**config.mk**
```make
export PLATFORM = sky130hd
export DESIGN_NAME = ship_placement_round
export DESIGN_NICKNAME = d
export VERILOG_FILES = /design/src/rtl/ship_placement_round_pkg.sv /design/src/rtl/d_flipflop.sv /design/src/rtl/ship_mask_gen.sv /design/src/rtl/ship_placement_round.sv
export SDC_FILE = /design/constraint.sdc
export NUM_CORES = 1
export LEC_CHECK = 0
export CAP_MARGIN = 20
export CORE_MARGIN = 2
export CORE_UTILIZATION = 35
export DETAILED_ROUTE_END_ITERATION = 7
export PLACE_DENSITY = 0.6
export SKIP_LAST_GASP = 1
export SYNTH_ARGS = -nofsm -noshare
export SYNTH_HDL_FRONTEND = slang
export SYNTH_SLANG_ARGS = --single-unit
```
**constraint.sdc**
```tcl
create_clock -name clk -period 9.28 [get_ports clk]
set_input_delay 1.856 -clock clk [delete_from_list [all_inputs] [get_ports clk]]
set_output_delay 1.856 -clock clk [all_outputs]
set_load 0.02 [all_outputs]
```
**src/rtl/ship_placement_round_pkg.sv**
```systemverilog
// Shared definitions for the ship placement round.
// - Map geometry: COLUNE_SIZE cells per column, TOTAL_COLUNES columns, DATA_WIDTH map bits.
// - cell_index(): converts a 1-based (x, y) cell to its bit position in the map.
// - state_e: placement FSM states.
package ship_placement_round_pkg;

  localparam int unsigned COLUNE_SIZE   = 7;
  localparam int unsigned TOTAL_COLUNES = 5;
  localparam int unsigned DATA_WIDTH    = TOTAL_COLUNES * COLUNE_SIZE;

  // Longest ship a 3-bit size code can describe.
  localparam int unsigned MAX_SHIP_SIZE = 7;

  typedef enum logic [2:0] {
    StIdle,
    StPlace,
    StCheck,
    StCommit,
    StReject,
    StDone
  } state_e;

  // Column x=1 occupies the top bits, x=TOTAL_COLUNES the bottom bits.
  // Only valid for x in 1..TOTAL_COLUNES and y in 1..COLUNE_SIZE.
  function automatic logic [5:0] cell_index(input logic [3:0] x, input logic [3:0] y);
    int unsigned idx;
    idx = (TOTAL_COLUNES - 32'(x)) * COLUNE_SIZE + 32'(y) - 1;
    return idx[5:0];
  endfunction

endpackage

```
**src/rtl/d_flipflop.sv**
```systemverilog
// Single D flip-flop with asynchronous active-low reset and selectable reset value.
// Ports:
//   clk_i  - clock, rising edge
//   rst_ni - asynchronous reset, active low
//   d_i    - data in
//   q_o    - registered data out
module d_flipflop #(
  parameter logic ResetVal = 1'b0
) (
  input  logic clk_i,
  input  logic rst_ni,
  input  logic d_i,
  output logic q_o
);

  always_ff @(posedge clk_i or negedge rst_ni) begin
    if (!rst_ni) begin
      q_o <= ResetVal;
    end else begin
      q_o <= d_i;
    end
  end

endmodule

```
**src/rtl/ship_mask_gen.sv**
```systemverilog
// Combinational ship footprint generator.
// Ports:
//   x_i         - anchor column code (valid 1..5)
//   y_i         - anchor row code (valid 1..7)
//   orient_i    - 0: cells grow along x, 1: cells grow along y
//   size_i      - ship length in cells
//   mask_o      - map bits covered by the ship; cells outside the board are dropped
//   in_bounds_o - 1 when the anchor and every ship cell lie on the board
module ship_mask_gen
  import ship_placement_round_pkg::*;
(
  input  logic [2:0]            x_i,
  input  logic [2:0]            y_i,
  input  logic                  orient_i,
  input  logic [2:0]            size_i,
  output logic [DATA_WIDTH-1:0] mask_o,
  output logic                  in_bounds_o
);

  // 4-bit arithmetic so that code 7 + size 3 does not wrap back onto the board.
  logic [3:0] x_w, y_w, size_w, x_end, y_end;

  assign x_w    = {1'b0, x_i};
  assign y_w    = {1'b0, y_i};
  assign size_w = {1'b0, size_i};

  assign x_end = orient_i ? x_w : x_w + size_w - 4'd1;
  assign y_end = orient_i ? y_w + size_w - 4'd1 : y_w;

  assign in_bounds_o = (x_w >= 4'd1) && (x_w <= 4'(TOTAL_COLUNES)) &&
                       (y_w >= 4'd1) && (y_w <= 4'(COLUNE_SIZE)) &&
                       (x_end <= 4'(TOTAL_COLUNES)) && (y_end <= 4'(COLUNE_SIZE));

  always_comb begin
    logic [3:0] cx;
    logic [3:0] cy;
    mask_o = '0;
    cx     = '0;
    cy     = '0;
    for (int unsigned k = 0; k < MAX_SHIP_SIZE; k++) begin
      cx = orient_i ? x_w : x_w + 4'(k);
      cy = orient_i ? y_w + 4'(k) : y_w;
      if ((4'(k) < size_w) &&
          (cx >= 4'd1) && (cx <= 4'(TOTAL_COLUNES)) &&
          (cy >= 4'd1) && (cy <= 4'(COLUNE_SIZE))) begin
        mask_o[cell_index(cx, cy)] = 1'b1;
      end
    end
  end

endmodule

```
**src/rtl/ship_placement_round.sv**
```systemverilog
// Setup-phase ship placement: the player places NUM_SHIPS ships one at a time, each placement
// is checked for bounds and overlap, then committed or rejected with an LED verdict.
// Ports:
//   clk          - system clock, rising edge
//   reset        - asynchronous reset, active low
//   enable       - round enable; low returns to idle and clears the map
//   x_coord_code - anchor column code (1..5)
//   y_coord_code - anchor row code (1..7)
//   orientation  - 0 horizontal (x increasing), 1 vertical (y increasing)
//   confirm_n    - active-low placement button, asynchronous to clk
//   selected_map - committed ship map
//   matriz_data  - display map: committed map plus candidate cells while placing
//   ship_index   - index of the ship being placed
//   map_ready    - high once all ships are placed
//   ledRgb       - [0] green accepted, [1] red rejected
module ship_placement_round
  import ship_placement_round_pkg::*;
#(
  parameter int unsigned              NUM_SHIPS  = 3,
  parameter logic [3*NUM_SHIPS-1:0]   SHIP_SIZES = {3'd1, 3'd2, 3'd3},
  parameter int unsigned              LED_HOLD   = 25_000_000
) (
  input  logic                  clk,
  input  logic                  reset,
  input  logic                  enable,
  input  logic [2:0]            x_coord_code,
  input  logic [2:0]            y_coord_code,
  input  logic                  orientation,
  input  logic                  confirm_n,
  output logic [DATA_WIDTH-1:0] selected_map,
  output logic [DATA_WIDTH-1:0] matriz_data,
  output logic [1:0]            ship_index,
  output logic                  map_ready,
  output logic [1:0]            ledRgb
);

  localparam int unsigned      LedW      = $clog2(LED_HOLD + 1);
  localparam logic [LedW-1:0]  LedLoad   = LedW'(LED_HOLD);
  localparam logic [1:0]       LedGreen  = 2'b01;
  localparam logic [1:0]       LedRed    = 2'b10;
  localparam logic [1:0]       LastShip  = 2'(NUM_SHIPS - 1);

  state_e                state_q;
  logic [DATA_WIDTH-1:0] map_q;
  logic [DATA_WIDTH-1:0] mask_q;
  logic [1:0]            ship_idx_q;
  logic [LedW-1:0]       led_cnt_q;
  logic [1:0]            led_color_q;

  // Button synchronizer; idle level is high so reset does not fake a press.
  logic sync1, sync2, sync_prev, press;

  d_flipflop #(.ResetVal(1'b1)) u_sync1 (
    .clk_i  (clk),
    .rst_ni (reset),
    .d_i    (confirm_n),
    .q_o    (sync1)
  );

  d_flipflop #(.ResetVal(1'b1)) u_sync2 (
    .clk_i  (clk),
    .rst_ni (reset),
    .d_i    (sync1),
    .q_o    (sync2)
  );

  d_flipflop #(.ResetVal(1'b1)) u_edge (
    .clk_i  (clk),
    .rst_ni (reset),
    .d_i    (sync2),
    .q_o    (sync_prev)
  );

  assign press = sync_prev & ~sync2;

  // Size of the ship currently being placed.
  logic [2:0] ship_size;

  always_comb begin
    ship_size = '0;
    for (int unsigned i = 0; i < NUM_SHIPS; i++) begin
      if (ship_idx_q == 2'(i)) begin
        ship_size = SHIP_SIZES[3*i +: 3];
      end
    end
  end

  logic [DATA_WIDTH-1:0] cand_mask;
  logic                  cand_in_bounds;
  logic                  cand_valid;

  ship_mask_gen u_mask_gen (
    .x_i         (x_coord_code),
    .y_i         (y_coord_code),
    .orient_i    (orientation),
    .size_i      (ship_size),
    .mask_o      (cand_mask),
    .in_bounds_o (cand_in_bounds)
  );

  assign cand_valid = cand_in_bounds && ((cand_mask & map_q) == '0);

  always_ff @(posedge clk or negedge reset) begin
    if (!reset) begin
      state_q     <= StIdle;
      map_q       <= '0;
      mask_q      <= '0;
      ship_idx_q  <= '0;
      led_cnt_q   <= '0;
      led_color_q <= '0;
    end else if (!enable) begin
      state_q     <= StIdle;
      map_q       <= '0;
      mask_q      <= '0;
      ship_idx_q  <= '0;
      led_cnt_q   <= '0;
      led_color_q <= '0;
    end else begin
      // A verdict load below overrides the countdown.
      if (led_cnt_q != '0) begin
        led_cnt_q <= led_cnt_q - LedW'(1);
      end
      unique case (state_q)
        StIdle: begin
          state_q <= StPlace;
        end
        StPlace: begin
          if (press) begin
            state_q <= StCheck;
          end
        end
        StCheck: begin
          mask_q  <= cand_mask;
          state_q <= cand_valid ? StCommit : StReject;
        end
        StCommit: begin
          map_q       <= map_q | mask_q;
          led_cnt_q   <= LedLoad;
          led_color_q <= LedGreen;
          if (ship_idx_q == LastShip) begin
            state_q <= StDone;
          end else begin
            ship_idx_q <= ship_idx_q + 2'd1;
            state_q    <= StPlace;
          end
        end
        StReject: begin
          led_cnt_q   <= LedLoad;
          led_color_q <= LedRed;
          state_q     <= StPlace;
        end
        StDone: begin
          state_q <= StDone;
        end
        default: begin
          state_q <= StIdle;
        end
      endcase
    end
  end

  assign selected_map = map_q;
  assign ship_index   = ship_idx_q;
  assign map_ready    = (state_q == StDone);
  assign ledRgb       = (led_cnt_q != '0) ? led_color_q : 2'b00;

  always_comb begin
    matriz_data = map_q;
    if (state_q == StIdle) begin
      matriz_data = '0;
    end else if (state_q == StPlace) begin
      matriz_data = map_q | cand_mask;
    end
  end

endmodule

```
# Yosys cells after proc, flatten, opt, wreduce, memory -nomap -nowiden
# Cells that the tools add are included.
[totals]
ff_bits = 105
inputBits = 11
out_inout_bits = 75
[classes]
addsub = 39
mul = 7
magnitude_cmp = 51
eq_ne = 13
n_mux = 58
bitwise_logic = 11
reduce_logical = 48
[op_table]
columns = ["op", "count"]
rows = [
  ["$mux 35", 13],
  ["$or 35x35->35", 8],
  ["$mul 32x3->6 const B", 7],
  ["$mux 25", 3],
  ["$le 4x3->1 const B", 14],
  ["$mux 4", 14],
  ["$lt 6x7->1 const B", 7],
  ["$ge 4x1->1 const B", 12],
  ["$demux 1 s6", 7],
  ["$ge 6x1->1 const B", 7],
  ["$sub 6x1->6 const B", 7],
  ["$logic_and 1x1->1", 41],
  ["$add 6x4->6", 6],
  ["$and 35x35->35", 1],
  ["$logic_not 35->1", 1],
  ["$sub 3x4->5 const A", 6],
  ["$reduce_bool 25->1", 1],
  ["$sub 25x1->25 const B", 1],
  ["$add 3x3->4 const B", 6],
  ["$add 3x2->4 const B", 4],
  ["$mux 3", 5],
  ["$pmux 3 s5", 1],
  ["$mux 2", 7],
  ["$lt 3x3->1 const A", 3],
  ["28 further kinds", 45],
]

# Longest topological paths before layout
# Gate-level depths: netlist of run 1.
[depth]
word_depth = 28
mapped_depth = 25
ltp_nobuf = 23

# Hierarchy
# Synthesis of run 1 repeated with hierarchy kept, for this count alone.
[hier_totals]
hier_cells = 1363
area_unflattened_um2 = 11427.2
[modules_own_cells]
columns = ["module", "n_inst", "cells_per_inst", "area_per_inst_um2", "seq_area_each_um2"]
rows = [
  ["ship_mask_gen", 1, 871, 6552.5, 0.0],
  ["ship_placement_round", 1, 489, 4795.8, 2552.4],
  ["d_flipflop", 3, 1, 26.3, 26.3],
]

# Worst setup path before layout of run 1
# No wires, ideal clock.
[synth_timing]
path_type = "input to output"
start = "in x_coord_code[1]"
end = "out matriz_data[24]"
arrival_ns = 7.086
setup_slack_ns = 0.338
stages = 19
n_path_buf = 3
path_cell_list = "clkbuf_1 -> inv_1 -> ha_1 -> nand2b_1 -> a21boi_1 -> ha_1 -> xnor2_1 -> fa_1 -> inv_1 -> fa_1 -> ha_1 -> clkbuf_1 -> or4b_2 -> a31oi_1 -> clkbuf_1 -> a22oi_1 -> o21ai_0 -> a21oi_1 -> nor2_1"
[synth_via]
elab_chain_cells = 25
elab_cells_between_ends = 133
cone_classes = "add/sub: 27; mul: 7; order compare: 28; mux: 29; bitwise: 7; reduce/logical: 35"
[synth_lines]
columns = ["element", "line_no", "text"]
rows = [
  ["start: declaration", "ship_placement_round.sv:26", "input logic [2:0] x_coord_code,"],
  ["$add 3x1->4", "ship_mask_gen.sv:41", "cx = orient_i ? x_w : x_w + 4'(k);"],
  ["$mux 4", "ship_mask_gen.sv:41", ""],
  ["$sub 3x4->5", "ship_placement_round_pkg.sv:27", "idx = (TOTAL_COLUNES - 32'(x)) * COLUNE_SIZE + 32'(y) - 1;"],
  ["$mul 32x3->6", "ship_placement_round_pkg.sv:27", ""],
  ["$add 6x4->6", "ship_placement_round_pkg.sv:27", ""],
  ["$sub 6x1->6", "ship_placement_round_pkg.sv:27", ""],
  ["$lt 6x7->1 (implied by the code) / $ge 6x1->1 (equally long branches)", "ship_mask_gen.sv:46", "mask_o[cell_index(cx, cy)] = 1'b1;"],
  ["$logic_and 1x1->1 (implied by the code)", "ship_mask_gen.sv:46", ""],
  ["(+9 left out)", "n/a", ""],
  ["$mux 35", "ship_mask_gen.sv:43", "if ((4'(k) < size_w) &&"],
  ["$or 35x35->35 (no line)", "n/a", ""],
  ["$mux 35", "ship_mask_gen.sv:43", ""],
  ["$or 35x35->35 (no line)", "n/a", ""],
  ["$mux 35 *", "ship_mask_gen.sv:43", ""],
  ["$or 35x35->35 *", "ship_placement_round.sv:172", "matriz_data = map_q | cand_mask;"],
  ["$mux 35 *", "ship_placement_round.sv:171", "end else if (state_q == StPlace) begin"],
  ["$mux 35 *", "ship_placement_round.sv:169", "if (state_q == StIdle) begin"],
  ["end: declaration", "ship_placement_round.sv:31", "output logic [DATA_WIDTH-1:0] matriz_data,"],
]
# Every way passes the cells marked *; elsewhere a longest branch is shown, timed or not.

# Worst setup path after layout of run 1
[layout_timing]
start = "in x_coord_code[1]"
end = "out matriz_data[1]"
# Same word-level chain as after synthesis.

==> results of run 1 <==
per-layer routing:
metal | track usage (%) | vias to the layer above
li1 | - | 4119
met1 | 31.97 | 4268
met2 | 37.11 | 410
met3 | 5.155 | 84
met4 | 7.080 | 0
met5 | 0 | -
kinds of logic after synthesis:
family | after synthesis | share of synthesized area (%)
muxes | 26 | 3.023
DFF | 105 | 29.71
buffers and inverters | 119 | 5.439
and+or+nand+nor | 445 | 25.15
xor gates and xnor gates | 50 | 5.185
AOI/OAI and AO/OA | 269 | 20.84
adders and majority gates | 67 | 10.65
critical path, stage by stage:
cell	delay [ns]
clkdlybuf4s50_1	0.47
inv_1	0.09
ha_1	0.30
nand2b_1	0.10
a21boi_1	0.22
ha_1	0.31
xnor2_2	0.20
fa_1	0.54
inv_1	0.05
fa_1	0.45
ha_1	0.33
buf_4	0.17
a21o_1	0.16
a21oi_2	0.20
xor2_2	0.14
nor2_2	0.35
a22o_1	0.24
o21ai_0	0.10
a21oi_1	0.28
clkdlybuf4s50_1	0.66
cell type report:
| type | count | area, um^2 |
|---|---|---|
| Clock inverter | 6 | 60.06 |
| Fill cell | 2534 | 14070 |
| Inverter | 62 | 232.7 |
| Tap cell | 330 | 412.9 |
| Clock buffer | 10 | 239.0 |
| Multi-Input combinational cell | 857 | 5869 |
| Timing Repair Buffer | 168 | 1524 |
| Sequential cell | 105 | 2631 |
flip-flops by register name (all words and copies together), names as in the netlist:
signal and cells:
selected_map 35, u_sync1.q_o 1, ship_index 2, state_q 3, mask_q 35, led_color_q 2, led_cnt_q 25, u_edge.q_o 1
u_sync2.q_o 1
report_power, final:
group | switching [mW] | internal [mW]
clock network | 0.193 | 0.196
logic | 1.08 | 0.742
registers | 0.0400 | 0.504
cells in the final DEF, fill, tap and decap left out, types with 18 or more instances in the layout:
cell type        Yosys  layout
nor2_1             175     169
a21oi_1            108     108
dfrtp_1            102     102
buf_4                4      84
nand2_1             69      69
clkdlybuf4s50_1      0      63
inv_1               62      61
ha_1                53      53
xnor2_1             30      29
nand3_1             25      25
nor3_1              24      23
nor2b_1             23      22
a22oi_1             22      22
dlymetal6s2s_1       0      21
mux2i_1             20      20
nand2b_1            18      18
through the flow:
| step | std cells | power, mW | worst slack (ns) | setup TNS (ns) | util [%] |
|---|---|---|---|---|---|
| floorplan | 1081 | 1.605 | 0.3380 | 0 | - |
| global placement | 1516 | 2.240 | 0.07219 | 0 | 41.83 |
| detailed placement | 1516 | 2.247 | -0.006743 | -0.006743 | 41.83 |
| CTS | 1532 | 2.648 | 0.02099 | 0 | 43.05 |
| global route | 1538 | 2.948 | -0.1328 | -0.4986 | 43.81 |
| finish | 1538 | 2.751 | 0.1792 | 0 | 43.81 |
final timing paths:
path	slack [ns]	to	cells past startpoint
max	0.18	matriz_data[1]	20
min	0.36	u_sync2.q_o	0
max reg2reg	5.38	state_q[1]	14
min reg2reg	0.36	u_sync2.q_o	0
max in group asynchronous	6.57	mask_q[25]	2
min in group asynchronous	1.43	selected_map[21]	1
what timing repair did:
action / CTS / global route
setup endpoints to repair: 1 / 34
cloned: 0 / 0
resized for setup: 1 / 44
pin swaps: 0 / 1
hold endpoints to repair: 0 / 0
setup buffers: 0 / 6
==> flow_summary_export.csv, run 1 <==
group,metric,value,unit
outcome,run_status,"finished, final reports clean",
die,die_x,163.1,um
sta,skew,0.008397,ns
die,num_io_pins,86,
setup_path,r2r_start,"ship_index[0]",
drt,wl_per_cell,20.13,um
synthesis,synth_edf_count,0,
final_layout,final_nets,1281,
grt,grt_max_degree,72,
run,drv_cap,0,
synthesis,syn_avg_cell_area,8.192,um^2
drt,dr_wl_met3,2.688,mm
final_layout,diodes,0,
sta,whs,0.3581,ns
synthesis,synth_top_area_share,28.82,%
synthesis,ys_warn_count,0,
synthesis,synthDistinctLibCells,83,
setup_path,critical_path_class,"primary input to output pin",
setup_path,critPathCaptureType,"output pin",
final_layout,stdcell_area,0.01097,mm^2
drt,drt-total-wl,30.96,mm
clocking,clk_pin_slew_worst_paths,0.07,ns
synthesis,synth_nets,1159,
grt,grt_pass1_wl,48.52,mm
synthesis,ys.flop_type,"dfrtp_1",
drt,drt-vias-per-instance,5.774,
synthesis,synthArstFlopShare,100.0,%
synthesis,synth_cells,1081,
clocking,cts_buffer_depth,2,
clocking,cts_made_buffers,9,
setup_path,worstPathMaxFanout,10,
setup_path,critPathLaunch,"x_coord_code[1]",
die,dieArea,0.02659,mm^2
hold_path,hold_start,"u_sync1.q_o",
power,p_leak,4.950,nW
grt,overflow,0,
final_layout,drive_above_1_share,13.25,%
place,gp_congestion,1.045,
drt,post-route-drc-count,0,
synthesis,yosysSeqAreaShare,29.71,%
synthesis,ys_top_cells_by_count,"175 x nor2_1, 108 x a21oi_1, 102 x dfrtp_1",
clocking,cts_root_buffer,"clkbuf_16",
drt,drt_iter0_markers,992,
sta,fin_crit,9.101,ns
power,peakVddDrop,0.0001405,V
grt,grt_pass1_vias,8541,
clocking,cts_sinks,105,
synthesis,synth-seq-cells,105,
clocking,cts_tree,"built",
setup_path,cp.arrival,7.24,ns
clocking,cts_hold_buffers,0,
drt,routedLengthMet1,13.30,mm
sta,setup_viol,0,
die,start_util,35.37,%
place,io_buffers,85,
die,dieHeight,163.1,um
sta,rsz0062_at_grt,"yes",
synthesis,synth.area.top_cells,"dfrtp_1 29%, ha_1 7.5%, nor2_1 7.4%, a21oi_1 6.1%, fa_1 3.2%",
die,fp-row-count,58,
synthesis,yosysTopAreaCell,"dfrtp_1",
die,core_area,0.02504,mm^2
drt,top_layer,"met4",
drt,num_vias,8881,
synthesis,synthMostInstantiatedCell,"nor2_1",
sta,slew_headroom,26.18,%
hold_path,hp-class,"register to register",
grt,track_usage,23.41,%
grt,antenna_found_initial,0,
sta,slew_viol_final,0,
clocking,htreeDepth,3,
sta,worst_pin_slew,1.099,ns
place,dp_hpwl,23.36,mm
power,power_density,250.8,mW/mm^2
sta,hold_viol,0,
place,place_area,0.01047,mm^2
final_layout,area_growth,23.86,%
drt,drt.antenna.violating_nets,0,
drt,wl_met2,13.96,mm
synthesis,synth_area,0.008856,mm^2
sta,finalCritPeriodShare,98.07,%
drt,drt_pre_antenna_iters,6,
setup_path,required,7.42,ns
clocking,insertion_delay,0.36,ns
sta,max_freq,0.1099,GHz
setup_path,start_kind,"primary input",
Power figures use the tool's default switching activity.
==> inputs of run 2 (changes only) <==
- CTS_CLUSTER_DIAMETER: not set -> 100
- SETUP_SLACK_MARGIN: not set -> 0.02
- clock period: 9.28 -> 9.65 ns (I/O delays scaled with it)
==> run 2 against run 1 <==
Net effect:
- first-iteration DRC count shrank 25%
- clock power down 2%
- critical path depth increased by 2
- power fell by 7.5%
- wire length fell by 1.3%
- die area is the same
- combinational power shrank 9.9%
- core utilization shrank 0.70 points
- non-clock buffer count down 24
- sequential share of layout area rose by 0.39 points
- critical path type unchanged
- largest cell class unchanged
==> flow_summary_export.csv, run 2 (synthesis results as in run 1) <==
group,metric,value,unit
setup_path,cpMaxStageDelayCell,"clkdlybuf4s50_1",
power,peakVddDrop,0.0001492,V
drt,num_vias,8592,
setup_path,ff2ff_path_depth,14,
die,num_io_pins,86,
sta,slew_headroom,38.32,%
setup_path,r2r_start,"ship_index[0]",
clocking,cts_buffer_depth,2,
hold_path,hold_path_depth,0,
sta,finalWorstSetupSlack,0.2742,ns
setup_path,cp_top_family,"adder cells",
drt,drt_iter0_markers,748,
drt,wl_per_cell,20.18,um
die,dieHeight,163.1,um
die,core_area,0.02504,mm^2
power,power.total,2.546,mW
clocking,htreeDepth,3,
drt,drt-total-wl,30.55,mm
clocking,cts_root_buffer,"clkbuf_16",
drt,drt-vias-per-instance,5.675,
grt,grt_pass1_vias,8559,
outcome,run_status,"finished, final reports clean",
clocking,insertion_delay,0.36,ns
grt,antenna_found_initial,0,
sta,setup_viol,0,
grt,overflow,0,
sta,finalCritPeriodShare,97.16,%
sta,rsz0062_at_grt,"yes",
die,die_x,163.1,um
setup_path,reg2reg_slack,5.84,ns
setup_path,critPathMaxStageDelay,0.61,ns
final_layout,final_common_cell,"nor2_1",
setup_path,start_kind,"primary input",
clocking,cts_tree,"built",
clocking,cts_sinks,105,
grt,grt_max_degree,72,
sta,worst_pin_slew,0.9182,ns
clocking,cts_made_buffers,9,
setup_path,cp.buffers_inverters,7,
final_layout,drive_above_1_share,11.40,%
sta,setup_tns,0,ns
grt,grt_pass1_wl,48.49,mm
sta,max_freq,0.1067,GHz
clocking,clk_pin_slew_worst_paths,0.09,ns
grt,track_usage,23.37,%
setup_path,r2r_end,"state_q[1]",
sta,hold_viol,0,
setup_path,cp_cell_sequence,"clkdlybuf4s50_1 -> inv_1 -> buf_4 -> ha_1 -> mux2_2 -> ha_1 -> xnor2_1 -> fa_1 -> inv_1 -> fa_1 -> ha_1 -> a21o_1 -> a21oi_2 -> xor2_1 -> buf_4 -> nor2_2 -> buf_4 -> a22oi_1 -> nand2_1 -> a21oi_1 -> nor2_1 -> clkdlybuf4s50_1",
setup_path,cp.arrival,7.45,ns
final_layout,final_nets,1257,
place,gp_congestion,1.026,
setup_path,required,7.72,ns
sta,fin_crit,9.376,ns
die,fp-row-count,58,
final_layout,final_cell_mix,"171 x nor2_1, 107 x a21oi_1, 102 x dfrtp_1",
hold_path,min_to,"u_sync2.q_o",
place,place_area,0.01032,mm^2
place,dpl_worst_slack,-0.003115,ns
sta,slew_viol_final,0,
hold_path,hold_start,"u_sync1.q_o",
place,dp_hpwl,23.02,mm
place,io_buffers,85,
die,start_util,35.37,%
hold_path,hp-class,"register to register",
setup_path,critical_path_class,"primary input to output pin",
final_layout,stdcell_area,0.01079,mm^2
power,p_leak,4.650,nW
setup_path,worstPathMaxFanout,10,
drt,post-route-drc-count,0,
die,dieArea,0.02659,mm^2
drt,drt_pre_antenna_iters,5,
drt,drt.antenna.violating_nets,0,
power,power_density,235.9,mW/mm^2
final_layout,diodes,0,
setup_path,critPathCaptureType,"output pin",
run,drv_cap,0,
sta,skew,0.01771,ns
final_layout,area_growth,21.88,%
## run 2: timing repair
action / CTS / global route
pin swaps: 0 / 1
hold buffers: 0 / 0
endpoints found under the setup margin: 2 / 33
setup buffers: 0 / 1
gates resized for setup: 1 / 33
endpoints found under the hold margin: 0 / 0
## run 2: cell type report
| class | instances | area [um^2] |
|---|---|---|
| inverters | 62 | 232.7 |
| clock inverters | 7 | 88.84 |
| repair buffers | 144 | 1323 |
| well taps | 330 | 412.9 |
| clock buffers | 9 | 225.2 |
| multi-input cells | 857 | 5881 |
| flip-flops and latches | 105 | 2631 |
| fillers | 2572 | 14240 |
## run 2: worst max-delay path by stage
stage | slack (ns) | from | cells past startpoint | end
final | 0.27 | x_coord_code[1] | 22 | matriz_data[26]
after global routing | -0.11 | x_coord_code[0] | 21 | matriz_data[21]
after CTS | 0.04 | x_coord_code[0] | 22 | matriz_data[30]
after detailed placement | -0.003 | x_coord_code[0] | 22 | matriz_data[15]
after global placement | 0.07 | x_coord_code[1] | 23 | matriz_data[15]
after floorplan | 0.56 | x_coord_code[1] | 19 | matriz_data[24]
## run 2: per-stage QoR
stage / std cells / util [%] / hold slack [ns]
after floorplan: 1081 / - / 0.3452
after global placement: 1497 / 41.24 / 0.3487
after detailed placement: 1497 / 41.24 / 0.3491
after CTS: 1513 / 42.51 / 0.3615
after global routing: 1514 / 43.11 / 0.3631
final: 1514 / 43.11 / 0.3600
## run 2: metal layers
| metal | wire length (um) | GRT usage (%) | part of all wire, % |
|---|---|---|---|
| met4 | 710 | 6.557 | 2.3 |
| met3 | 2318 | 5.206 | 7.6 |
| met5 | 0 | 0 | 0 |
| met2 | 13950 | 37.75 | 46 |
| met1 | 13570 | 31.49 | 44 |
## run 2: where the power goes
part           switching [mW]  leakage [nW]  internal [mW]
registers              0.0387          1.44          0.485
logic                    1.02          3.06          0.614
clock network           0.196         0.153          0.188
total                    1.26          4.65           1.29
